$ cat src/rtl/ethernet_header_capture.sv
// Ethernet header capture: finds preamble + SFD in a byte stream and captures the
// following HDR_BYTES bytes, tolerating short i_valid gaps mid-header.
module ethernet_header_capture #(
    parameter int unsigned HDR_BYTES = 42,
    parameter int unsigned PRE_LEN   = 7,
    parameter bit          MSB_FIRST = 1'b1,
    parameter int unsigned MAX_GAP   = 4
) (
    input  logic                   i_clk,
    input  logic                   i_reset_n,
    input  logic                   i_valid,
    input  logic [7:0]             i_msg_word,
    output logic                   o_sfd_det,
    output logic [8*HDR_BYTES-1:0] o_header,
    output logic                   o_hdr_valid,
    output logic                   o_hdr_err,
    output logic                   o_busy
);

    localparam int unsigned PreW = $clog2(PRE_LEN + 1);
    localparam int unsigned HdrW = (HDR_BYTES > 1) ? $clog2(HDR_BYTES) : 1;
    localparam int unsigned GapW = $clog2(MAX_GAP + 1);

    localparam logic [7:0] PreByte = 8'h55;
    localparam logic [7:0] SfdByte = 8'hD5;

    localparam logic [PreW-1:0] PreMax  = PreW'(PRE_LEN);
    localparam logic [HdrW-1:0] HdrLast = HdrW'(HDR_BYTES - 1);
    localparam logic [GapW-1:0] GapMax  = GapW'(MAX_GAP);

    typedef enum logic [0:0] {
        StIdle,
        StCapture
    } state_e;

    state_e                 state_q, state_d;
    logic [PreW-1:0]        pre_cnt_q, pre_cnt_d;
    logic [HdrW-1:0]        hdr_cnt_q, hdr_cnt_d;
    logic [GapW-1:0]        gap_q, gap_d;
    logic [8*HDR_BYTES-1:0] header_q, header_d;
    logic                   sfd_det_q, sfd_det_d;
    logic                   hdr_valid_q, hdr_valid_d;
    logic                   hdr_err_q, hdr_err_d;
    logic                   busy_q;

    always_comb begin
        state_d     = state_q;
        pre_cnt_d   = pre_cnt_q;
        hdr_cnt_d   = hdr_cnt_q;
        gap_d       = gap_q;
        header_d    = header_q;
        sfd_det_d   = 1'b0;
        hdr_valid_d = 1'b0;
        hdr_err_d   = 1'b0;

        unique case (state_q)
            StIdle: begin
                if (i_valid) begin
                    if (i_msg_word == SfdByte && pre_cnt_q >= PreMax) begin
                        state_d   = StCapture;
                        hdr_cnt_d = '0;
                        header_d  = '0;
                        pre_cnt_d = '0;
                        gap_d     = '0;
                        sfd_det_d = 1'b1;
                    end else if (i_msg_word == PreByte) begin
                        if (pre_cnt_q != PreMax) begin
                            pre_cnt_d = pre_cnt_q + PreW'(1);
                        end
                    end else begin
                        pre_cnt_d = '0;
                    end
                end
            end

            StCapture: begin
                if (i_valid) begin
                    gap_d = '0;
                    if (MSB_FIRST) begin
                        header_d      = header_q << 8;
                        header_d[7:0] = i_msg_word;
                    end else begin
                        header_d[8*hdr_cnt_q +: 8] = i_msg_word;
                    end
                    if (hdr_cnt_q == HdrLast) begin
                        state_d     = StIdle;
                        hdr_cnt_d   = '0;
                        hdr_valid_d = 1'b1;
                    end else begin
                        hdr_cnt_d = hdr_cnt_q + HdrW'(1);
                    end
                end else if (gap_q == GapMax) begin
                    // One idle beat beyond the tolerated gap: drop the partial header.
                    state_d   = StIdle;
                    header_d  = '0;
                    hdr_cnt_d = '0;
                    gap_d     = '0;
                    hdr_err_d = 1'b1;
                end else begin
                    gap_d = gap_q + GapW'(1);
                end
            end

            default: state_d = StIdle;
        endcase
    end

    always_ff @(posedge i_clk) begin
        if (!i_reset_n) begin
            state_q     <= StIdle;
            pre_cnt_q   <= '0;
            hdr_cnt_q   <= '0;
            gap_q       <= '0;
            header_q    <= '0;
            sfd_det_q   <= 1'b0;
            hdr_valid_q <= 1'b0;
            hdr_err_q   <= 1'b0;
            busy_q      <= 1'b0;
        end else begin
            state_q     <= state_d;
            pre_cnt_q   <= pre_cnt_d;
            hdr_cnt_q   <= hdr_cnt_d;
            gap_q       <= gap_d;
            header_q    <= header_d;
            sfd_det_q   <= sfd_det_d;
            hdr_valid_q <= hdr_valid_d;
            hdr_err_q   <= hdr_err_d;
            busy_q      <= (state_d == StCapture);
        end
    end

    assign o_sfd_det   = sfd_det_q;
    assign o_header    = header_q;
    assign o_hdr_valid = hdr_valid_q;
    assign o_hdr_err   = hdr_err_q;
    assign o_busy      = busy_q;

endmodule

$ cat config.mk
export PLATFORM = sky130hd
export DESIGN_NAME = ethernet_header_capture
export DESIGN_NICKNAME = d
export VERILOG_FILES = /design/src/rtl/ethernet_header_capture.sv
export SDC_FILE = /design/constraint.sdc
export NUM_CORES = 1
export LEC_CHECK = 0
export CORE_AREA = 2 2 155 157
export DETAILED_ROUTE_END_ITERATION = 16
export DIE_AREA = 0 0 157 159
export HOLD_SLACK_MARGIN = 0.03
export MAX_ROUTING_LAYER = met4
export PLACE_DENSITY = 0.9
export SYNTH_ARGS = -nofsm -noshare
export SYNTH_HDL_FRONTEND = slang
export SYNTH_SLANG_ARGS = --single-unit
$ cat constraint.sdc
create_clock -name i_clk -period 3.19 [get_ports i_clk]
set_input_delay 0.638 -clock i_clk [delete_from_list [all_inputs] [get_ports i_clk]]
set_output_delay 0.638 -clock i_clk [all_outputs]
set_load 0.005 [all_outputs]
==> impl_metrics.py, run 1 <==
metrics = {
    "outcome": {
        "outcome": "completed",
    },
    "floorplan": {
        "dieWidth_um": 157,
        "die_area_um2": 25000,
        "die_y_um": 159,
        "rows": 56,
        "initial_core_util": 0.495,
        "core_um2": 23200,
        "io_pins": 351,
    },
    "cells_and_area": {
        "fillers": 1681,
        "diodes": 0,
        "area_growth_pct": 41.2,
        "fin_area_um2": 16200,
        "multiInputGateArea_um2": 3910,
        "drive_above_1_share": 0.0443,
        "regArea_um2": 7050,
        "final_cells": 1854,
        "fin_nets": 1532,
    },
    "timing": {
        "whs_ps": 475,
        "worstMarginPinSlew_ps": 841,
        "tns_ps": 0,
        "finalHoldViolCount": 0,
        "rsz0062_at_grt": "false",
        "post-route-min-period_ps": 2410,
        "fin_worst_skew_ps": 15.6,
        "max_freq_ghz": 0.415,
        "setup_viol": 0,
        "period_share": 0.755,
        "slew_headroom": 0.439,
        "slew_violations": 0,
    },
    "placement": {
        "place_inst": 1796,
        "place_congestion": 0.870,
        "hpwl_um": 23000,
        "portBuffers": 350,
        "place_area_um2": 15100,
    },
    "setup_path": {
        "worst-setup-path-type": "register to output port",
        "slowest_delay_ps": 680,
        "reg2reg_slack_ps": 990,
        "critPathLaunchType": "register",
        "rr_startpoint": "pre_cnt_q[0]",
        "critPathCaptureType": "output port",
        "crit_buf_inv": 1,
        "r2r_end": "o_header[65]",
        "path_cells": "clkdlybuf4s50_1",
        "worst_path_max_delay_cell": "clkdlybuf4s50_1",
        "critPathMaxFanout": 11,
        "arrival_ps": 1770,
        "crit_family": "buffers and inverters",
        "rr_worst_depth": 8,
        "critPathRequiredTime_ps": 2550,
    },
    "synthesis": {
        "synth_top_area_share": 0.614,
        "async_reset_ff_frac": 0,
        "synth_area_um2": 11500,
        "yosys_warnings": 0,
        "synth-seq-cells": 352,
        "ys_seq_area_frac": 0.614,
        "ys.flop_type": "dfxtp_1",
        "synthCells": 1227,
        "syn-num-nets": 1244,
        "postSynthAreaPerCell_um2": 9.36,
        "ys_types": 34,
        "synth_top_area_cell": "dfxtp_1",
        "ys_top_cells_by_area": "dfxtp_1 61%, o22ai_1 18%, nand2_1 12%",
        "synth_edf_count": 0,
    },
    "route": {
        "met1_length_um": 13400,
        "drc_errors": 0,
        "ant_nets": 0,
        "drt_pre_antenna_iters": 5,
        "highest_layer": "met4",
        "wl_per_cell_um": 18.5,
        "drt_iter0_markers": 846,
        "wl_met3_um": 2680,
        "routed_wl_um": 34400,
        "wl_met2_um": 16800,
        "vias": 10500,
        "vias_per_cell": 5.68,
    },
    "global_routing": {
        "grt.overflow.total": 0,
        "grt_pass1_vias": 10100,
        "grt_antenna_before_repair": 0,
        "grt_max_degree": 201,
        "track_usage": 0.272,
        "grt_pass1_wl_um": 53500,
    },
    "worst_hold_path": {
        "min-delay-path-class": "register to register",
        "hold_path_end": "o_header[332]",
        "min_delay_path_depth": 2,
        "hp-start": "o_header[332]",
    },
    "clock_tree": {
        "clock-root-buffer": "clkbuf_16",
        "cts_sinks": 352,
        "cts_tree": "yes",
        "clockBufferDepth": 3,
        "post_cts_buffers": 0,
        "cts_buffers": 36,
        "cts_resized": 0,
        "htreeDepth": 2,
        "clock_latency_ps": 510,
        "clk_pin_slew_ps": 60,
        "cts_hold_buf": 0,
    },
    "power_and_ir_drop": {
        "power_switching_uw": 1720,
        "clkPwrFrac": 0.473,
        "ir_drop_v": 0.000527,
        "switching_share": 0.201,
        "power_density_nw_per_um2": 527,
        "p_int_uw": 6810,
        "leakage_uw": 0.00540,
        "pwr-share-comb": 0.012,
        "seqPwrFrac": 0.515,
    },
    "job": {
        "maxCapViolCount": 0,
    },
}
cells by family (layout without fill, tap and decap cells):
family / after synthesis / count (layout) / synth area share
AND/OR/NAND/NOR: 386 / 386 / 0.133
AO/OA/AOI/OAI: 364 / 364 / 0.199
flip-flops: 352 / 352 / 0.614
buffers and inverters: 118 / 426 / 0.0464
adder cells (fa/ha/maj): 6 / 6 / 0.00654
multiplexers: 1 / 1 / 0.000872
power by group through the flow:
| stage | Combinational (uW) | Clock, uW | Sequential (uW) |
|---|---|---|---|
| 2_1_floorplan | 63.4 | 0 | 4490 |
| 3_3_place_gp | 95.5 | 0 | 4490 |
| 3_5_place_dp | 96.0 | 0 | 4490 |
| 4_1_cts | 96.4 | 4090 | 4400 |
| 5_1_grt | 106 | 4280 | 4390 |
| 6_report | 98.5 | 4040 | 4400 |
metal layers:
layer | up-vias | track usage
met4 | 0 | 0.115
met2 | 431 | 0.443
met3 | 90 | 0.0680
li1 | 4986 | -
met5 | - | -
met1 | 5017 | 0.320
how the worst max path moves through the flow:
stage	endpoint	slack [ps]	from	depth (start not counted)
2_1_floorplan	o_header[202]	1340	i_msg_word[1]	6
3_3_place_gp	o_header[260]	490	i_msg_word[1]	7
3_5_place_dp	o_header[262]	460	i_msg_word[1]	7
4_1_cts	o_busy	770	o_busy	1
5_1_grt	o_busy	730	o_busy	1
6_report	o_busy	780	o_busy	1
placed cells by master, fill, tap and decap left out, types with 4 or more instances in the layout:
master	instances
nor2_1	4
buf_12	8
clkbuf_16	37
buf_4	5
o22ai_1	328
nand3_1	5
ha_1	6
clkbuf_8	5
clkinv_2	4
a31oi_1	5
dfxtp_1	352
nor2b_1	6
o21ai_0	16
clkdlybuf4s50_1	349
nand2_1	356
inv_1	5
clkbuf_1	7
registers in the layout, indices dropped and copies added (netlist names):
name	count
gap_q	3
o_sfd_det	1
o_header	336
o_busy	1
o_hdr_valid	1
hdr_cnt_q	6
pre_cnt_q	3
o_hdr_err	1
worst min-delay path, delay by kind of cell, from the launching register on:
kind            cells  cell delay (ps)
compound gates      1               60
simple gates        1               50
flops               1              310
through the flow:
stage | util | power, uW | worst slack (ps)
floorplan | - | 4560 | 1340
global placement | 0.650 | 4590 | 493
detailed placement | 0.650 | 4590 | 465
CTS | 0.699 | 8580 | 765
global route | 0.699 | 8780 | 735
finish | 0.699 | 8530 | 783
synth_stat cells (5+ instances only):
cell / number
dfxtp_1: 352
o21ai_0: 16
a31oi_1: 5
nand2_1: 357
ha_1: 6
clkbuf_1: 81
buf_4: 20
o22ai_1: 328
nand3_1: 5
nor2b_1: 6
buf_2: 12
inv_1: 5
final cells by class:
cell class | count | share of cell area
clock buffers | 49 | 0.0630
clock inverters | 9 | 0.00656
inverters | 5 | 0.00116
multi-input cells | 757 | 0.241
flip-flops and latches | 352 | 0.435
well taps | 319 | 0.0246
repair buffers | 363 | 0.229
(Power assumes the default switching activity.)
==> inputs of run 2 (changes only) <==
--- a/config.mk
+++ b/config.mk
@@ -5,12 +5,12 @@
 export SDC_FILE = /design/constraint.sdc
 export NUM_CORES = 1
 export LEC_CHECK = 0
-export CORE_AREA = 2 2 155 157
+export CORE_AREA = 2 2 169 171
 export DETAILED_ROUTE_END_ITERATION = 16
-export DIE_AREA = 0 0 157 159
+export DIE_AREA = 0 0 171 173
 export HOLD_SLACK_MARGIN = 0.03
 export MAX_ROUTING_LAYER = met4
-export PLACE_DENSITY = 0.9
+export PLACE_DENSITY = 0.81
 export SYNTH_ARGS = -nofsm -noshare
 export SYNTH_HDL_FRONTEND = slang
 export SYNTH_SLANG_ARGS = --single-unit
==> constraint.sdc (replaced) <==
create_clock -name i_clk -period 2.19 [get_ports i_clk]
set_input_delay 0.438 -clock i_clk [delete_from_list [all_inputs] [get_ports i_clk]]
set_output_delay 0.438 -clock i_clk [all_outputs]
set_load 0.005 [all_outputs]
==> impl_metrics.py, run 2 (same netlist as run 1, synthesis figures left out) <==
metrics = {
    "outcome": {
        "outcome": "completed",
    },
    "route": {
        "drc_errors": 0,
        "wl_per_cell_um": 17.8,
        "routed_wl_um": 34800,
        "drt_iter0_markers": 707,
        "ant_nets": 0,
        "vias_per_cell": 5.39,
        "drt_pre_antenna_iters": 5,
        "vias": 10500,
    },
    "setup_path": {
        "critPathCaptureType": "register",
        "arrival_ps": 2410,
        "critPathLaunchType": "register",
        "worst-setup-path-type": "register to register",
        "rr_worst_depth": 8,
        "critPathRequiredTime_ps": 2610,
        "critPathMaxFanout": 36,
    },
    "power_and_ir_drop": {
        "ir_drop_v": 0.000636,
        "p_total_uw": 12400,
        "leakage_uw": 0.00568,
        "power_density_nw_per_um2": 743,
    },
    "floorplan": {
        "io_pins": 351,
        "initial_core_util": 0.415,
        "die_y_um": 173,
        "core_um2": 27600,
        "rows": 61,
        "dieWidth_um": 171,
        "die_area_um2": 29600,
    },
    "cells_and_area": {
        "largest_reg_flops": 336,
        "area_growth_pct": 46.0,
        "diodes": 0,
        "layout_commonest_cell": "nand2_1",
        "utilization": 0.607,
        "final_cell_mix": "356 x nand2_1, 352 x dfxtp_1, 348 x clkdlybuf4s50_1",
        "regArea_um2": 7050,
        "multiInputGateArea_um2": 3910,
        "fin_nets": 1572,
        "drive_above_1_share": 0.0715,
        "fillers": 2283,
    },
    "clock_tree": {
        "post_cts_buffers": 0,
        "cts_buffers": 36,
        "clk_pin_slew_ps": 60,
        "htreeDepth": 2,
        "clock_latency_ps": 500,
        "cts_sinks": 352,
        "clock-root-buffer": "clkbuf_16",
        "clockBufferDepth": 3,
        "cts_tree": "yes",
    },
    "timing": {
        "rsz0062_at_grt": "false",
        "max_freq_ghz": 0.502,
        "setup_viol": 0,
        "worstMarginPinSlew_ps": 480,
        "whs_ps": 329,
        "post-route-min-period_ps": 1990,
        "period_share": 0.909,
        "slew_headroom": 0.676,
        "finalHoldViolCount": 0,
        "slew_violations": 0,
        "fin_worst_skew_ps": 11.7,
    },
    "global_routing": {
        "grt_max_degree": 104,
        "grt_antenna_before_repair": 0,
        "grt_pass1_vias": 10000,
        "grt_pass1_wl_um": 53300,
        "grt.overflow.total": 0,
        "track_usage": 0.231,
    },
    "job": {
        "maxCapViolCount": 0,
    },
    "placement": {
        "portBuffers": 350,
        "place_congestion": 0.845,
        "hpwl_um": 24800,
    },
    "worst_hold_path": {
        "min-delay-path-class": "primary input to register",
        "min_delay_path_depth": 3,
    },
}
run 2: cell types whose count changed in the layout (fill, tap and decap cells not counted), sizes merged:
cell	change
clkinvlp	+2
clkbuf	+1
clkdlybuf4s50	-1
inv	-2
buf	+40
clkinv	+5
bufinv	-1
dlymetal6s2s	+1
run 2: critical path, cell delays in order (launching register included):
cell and delay (ps):
dfxtp_1 330, ha_1 200, ha_1 200, a31o_2 220, a31oi_1 300, a21oi_4 90
buf_12 160, buf_12 160, o22ai_1 210
run 2: stage by stage:
step / cell area (um2) / setup WS [ps] / setup TNS [ps] / instances
2_1_floorplan: 11500 / 375 / 0 / 1227
6_report: 16800 / 199 / 0 / 1958
3_3_place_gp: 15600 / -83.0 / -16020 / 1895
3_5_place_dp: 15600 / -124 / -25910 / 1895
4_1_cts: 16800 / 37.0 / 0 / 1958
5_1_grt: 16800 / 70.8 / 0 / 1958
run 2: final timing paths:
path / startpoint / end / slack (ps)
worst min-delay path: i_reset_n / o_header[128] / 330
worst max register to register: pre_cnt_q[0] / o_header[248] / 200
worst min register to register: o_header[333] / o_header[333] / 470
worst max-delay path: pre_cnt_q[0] / o_header[248] / 200
run 2: repair_timing:
item | 4_1_cts | 5_1_grt
setup endpoints to repair | 0 | 1
gates resized for setup | 0 | 1
hold buffers | 0 | 0
run 2: layer usage:
layer	vias up	routed length [um]	track usage
met1	4998	14400	0.279
met5	-	0	-
met3	51	2760	0.0611
met2	422	16800	0.375
li1	5073	-	-
met4	0	876	0.0689
run 2: layout make-up:
type | instances | share of cell area
clock buffer | 50 | 0.0617
clock inverter | 13 | 0.00590
inverter | 5 | 0.00112
multi-input combinational | 757 | 0.233
sequential | 352 | 0.420
tap | 378 | 0.0282
timing repair buffer | 403 | 0.250
run 2: where the power goes:
group	leakage [uW]	internal, uW	switching, uW
clock	0.000561	3420	2440
sequential	0.00283	6400	0.0259
combinational	0.00228	60.2	122
total	0.00568	9880	2560
==> inputs of run 3 (changes only) <==
--- a/config.mk
+++ b/config.mk
@@ -10,7 +10,7 @@
 export DIE_AREA = 0 0 171 173
 export HOLD_SLACK_MARGIN = 0.03
 export MAX_ROUTING_LAYER = met4
-export PLACE_DENSITY = 0.81
+export PLACE_DENSITY_LB_ADDON = 0.08
 export SYNTH_ARGS = -nofsm -noshare
 export SYNTH_HDL_FRONTEND = slang
 export SYNTH_SLANG_ARGS = --single-unit
==> impl_metrics.py, run 3 (same netlist as run 1, synthesis figures left out) <==
metrics = {
    "timing": {
        "worst_slack_ps": 177,
        "finalHoldViolCount": 0,
        "max_freq_ghz": 0.497,
        "fin_worst_skew_ps": 10.7,
        "slew_violations": 0,
        "slew_headroom": 0.619,
        "worstMarginPinSlew_ps": 564,
        "post-route-min-period_ps": 2010,
        "setup_viol": 0,
        "rsz0062_at_grt": "false",
        "period_share": 0.919,
    },
    "setup_path": {
        "rr_worst_depth": 8,
        "reg2reg_slack_ps": 210,
        "path_cells": "clkdlybuf4s50_1",
        "worst_path_max_delay_cell": "clkdlybuf4s50_1",
        "r2r_end": "o_header[313]",
        "arrival_ps": 1570,
        "critPathCaptureType": "output port",
        "critPathRequiredTime_ps": 1750,
        "rr_startpoint": "pre_cnt_q[0]",
        "critPathLaunchType": "register",
        "slowest_delay_ps": 620,
        "critPathMaxFanout": 11,
        "crit_family": "buffers and inverters",
        "worst-setup-path-type": "register to output port",
        "crit_buf_inv": 1,
    },
    "cells_and_area": {
        "fin_nets": 1559,
        "layout_commonest_cell": "nand2_1",
        "area_growth_pct": 45.2,
        "fillers": 2450,
        "drive_above_1_share": 0.0650,
        "final_cell_mix": "356 x nand2_1, 351 x dfxtp_1, 349 x clkdlybuf4s50_1",
        "largest_reg_flops": 336,
        "utilization": 0.603,
    },
    "clock_tree": {
        "clock_latency_ps": 510,
        "htreeDepth": 2,
        "clockBufferDepth": 3,
        "cts_sinks": 352,
        "cts_hold_buf": 0,
        "cts_buffers": 37,
        "clock-root-buffer": "clkbuf_16",
        "clk_pin_slew_ps": 60,
        "cts_tree": "yes",
    },
    "power_and_ir_drop": {
        "switching_share": 0.207,
        "ir_drop_v": 0.000556,
        "power_switching_uw": 2620,
        "clkPwrFrac": 0.481,
        "p_int_uw": 10000,
        "seqPwrFrac": 0.506,
        "power_density_nw_per_um2": 759,
        "pwr-share-comb": 0.013,
        "leakage_uw": 0.00560,
    },
    "floorplan": {
        "io_pins": 351,
        "core_um2": 27600,
        "die_y_um": 173,
        "dieWidth_um": 171,
        "die_area_um2": 29600,
        "rows": 61,
        "initial_core_util": 0.415,
    },
    "outcome": {
        "outcome": "completed",
    },
    "route": {
        "wl_per_cell_um": 17.3,
        "routed_wl_um": 33600,
        "drt_pre_antenna_iters": 5,
        "vias_per_cell": 5.22,
        "vias": 10200,
        "drc_errors": 0,
        "drt_iter0_markers": 750,
        "ant_nets": 0,
    },
    "placement": {
        "hpwl_um": 23100,
        "place_ws_ps": -58.5,
        "place_congestion": 0.801,
        "portBuffers": 350,
    },
    "worst_hold_path": {
        "min_delay_path_depth": 3,
        "hp-start": "i_reset_n",
        "min-delay-path-class": "primary input to register",
        "hold_path_end": "hdr_cnt_q[2]",
    },
    "global_routing": {
        "grt_max_degree": 105,
        "grt_pass1_wl_um": 52700,
        "grt.overflow.total": 0,
        "grt_pass1_vias": 10000,
        "track_usage": 0.225,
        "grt_antenna_before_repair": 1,
    },
    "job": {
        "maxCapViolCount": 0,
    },
}
run 3: timing repair:
item / 4_1_cts / 5_1_grt
buffers inserted: 0 / 0
resized for setup: 1 / 0
setup endpoints to repair: 1 / 0
run 3: power by group through the flow:
stage	combinational (uW)	clock, uW	sequential [uW]
floorplan	92.3	0	6540
global placement	166	0	6540
detailed placement	166	0	6540
CTS	166	6220	6400
global route	182	6480	6400
finish	165	6090	6400
run 3: final cells by class:
type | instances | area [um2] | area share
clock inverter | 13 | 100 | 0.00601
antenna | 1 | 2.50 | 0.000150
multi-input combinational | 757 | 3910 | 0.234
clock buffer | 53 | 1090 | 0.0653
sequential | 352 | 7050 | 0.423
inverter | 5 | 18.8 | 0.00113
timing repair buffer | 389 | 4030 | 0.242
tap | 378 | 473 | 0.0284
run 3: routing by layer:
| layer | global-route usage | wire length (um) |
|---|---|---|
| met1 | 0.280 | 14600 |
| met2 | 0.361 | 15900 |
| met3 | 0.0641 | 2500 |
| met4 | 0.0501 | 618 |
| met5 | - | 0 |
run 3: how the worst max path moves through the flow:
stage             startpoint            end  slack (ps)  cells past startpoint
2_1_floorplan   pre_cnt_q[0]  o_header[100]         370                      8
3_3_place_gp   i_msg_word[1]  o_header[314]         -20                      7
3_5_place_dp   i_msg_word[1]  o_header[323]         -60                      7
4_1_cts               o_busy         o_busy         150                      1
5_1_grt         pre_cnt_q[0]  o_header[301]          60                      8
6_report              o_busy         o_busy         180                      1
run 3: through the flow:
stage | total power (uW) | TNS [ps] | std cells | hold WS (ps) | cell area, um2
after global routing | 13100 | 0 | 1948 | 345 | 16700
final | 12700 | 0 | 1948 | 335 | 16700
after CTS | 12800 | 0 | 1947 | 305 | 16700
after floorplan | 6640 | 0 | 1227 | 447 | 11500
after global placement | 6710 | -1320 | 1881 | 456 | 15500
after detailed placement | 6710 | -5180 | 1881 | 461 | 15500
run 3: worst min-delay path: stages:
cell      delay [ps]
buf_8            180
inv_1            110
a211oi_1          40
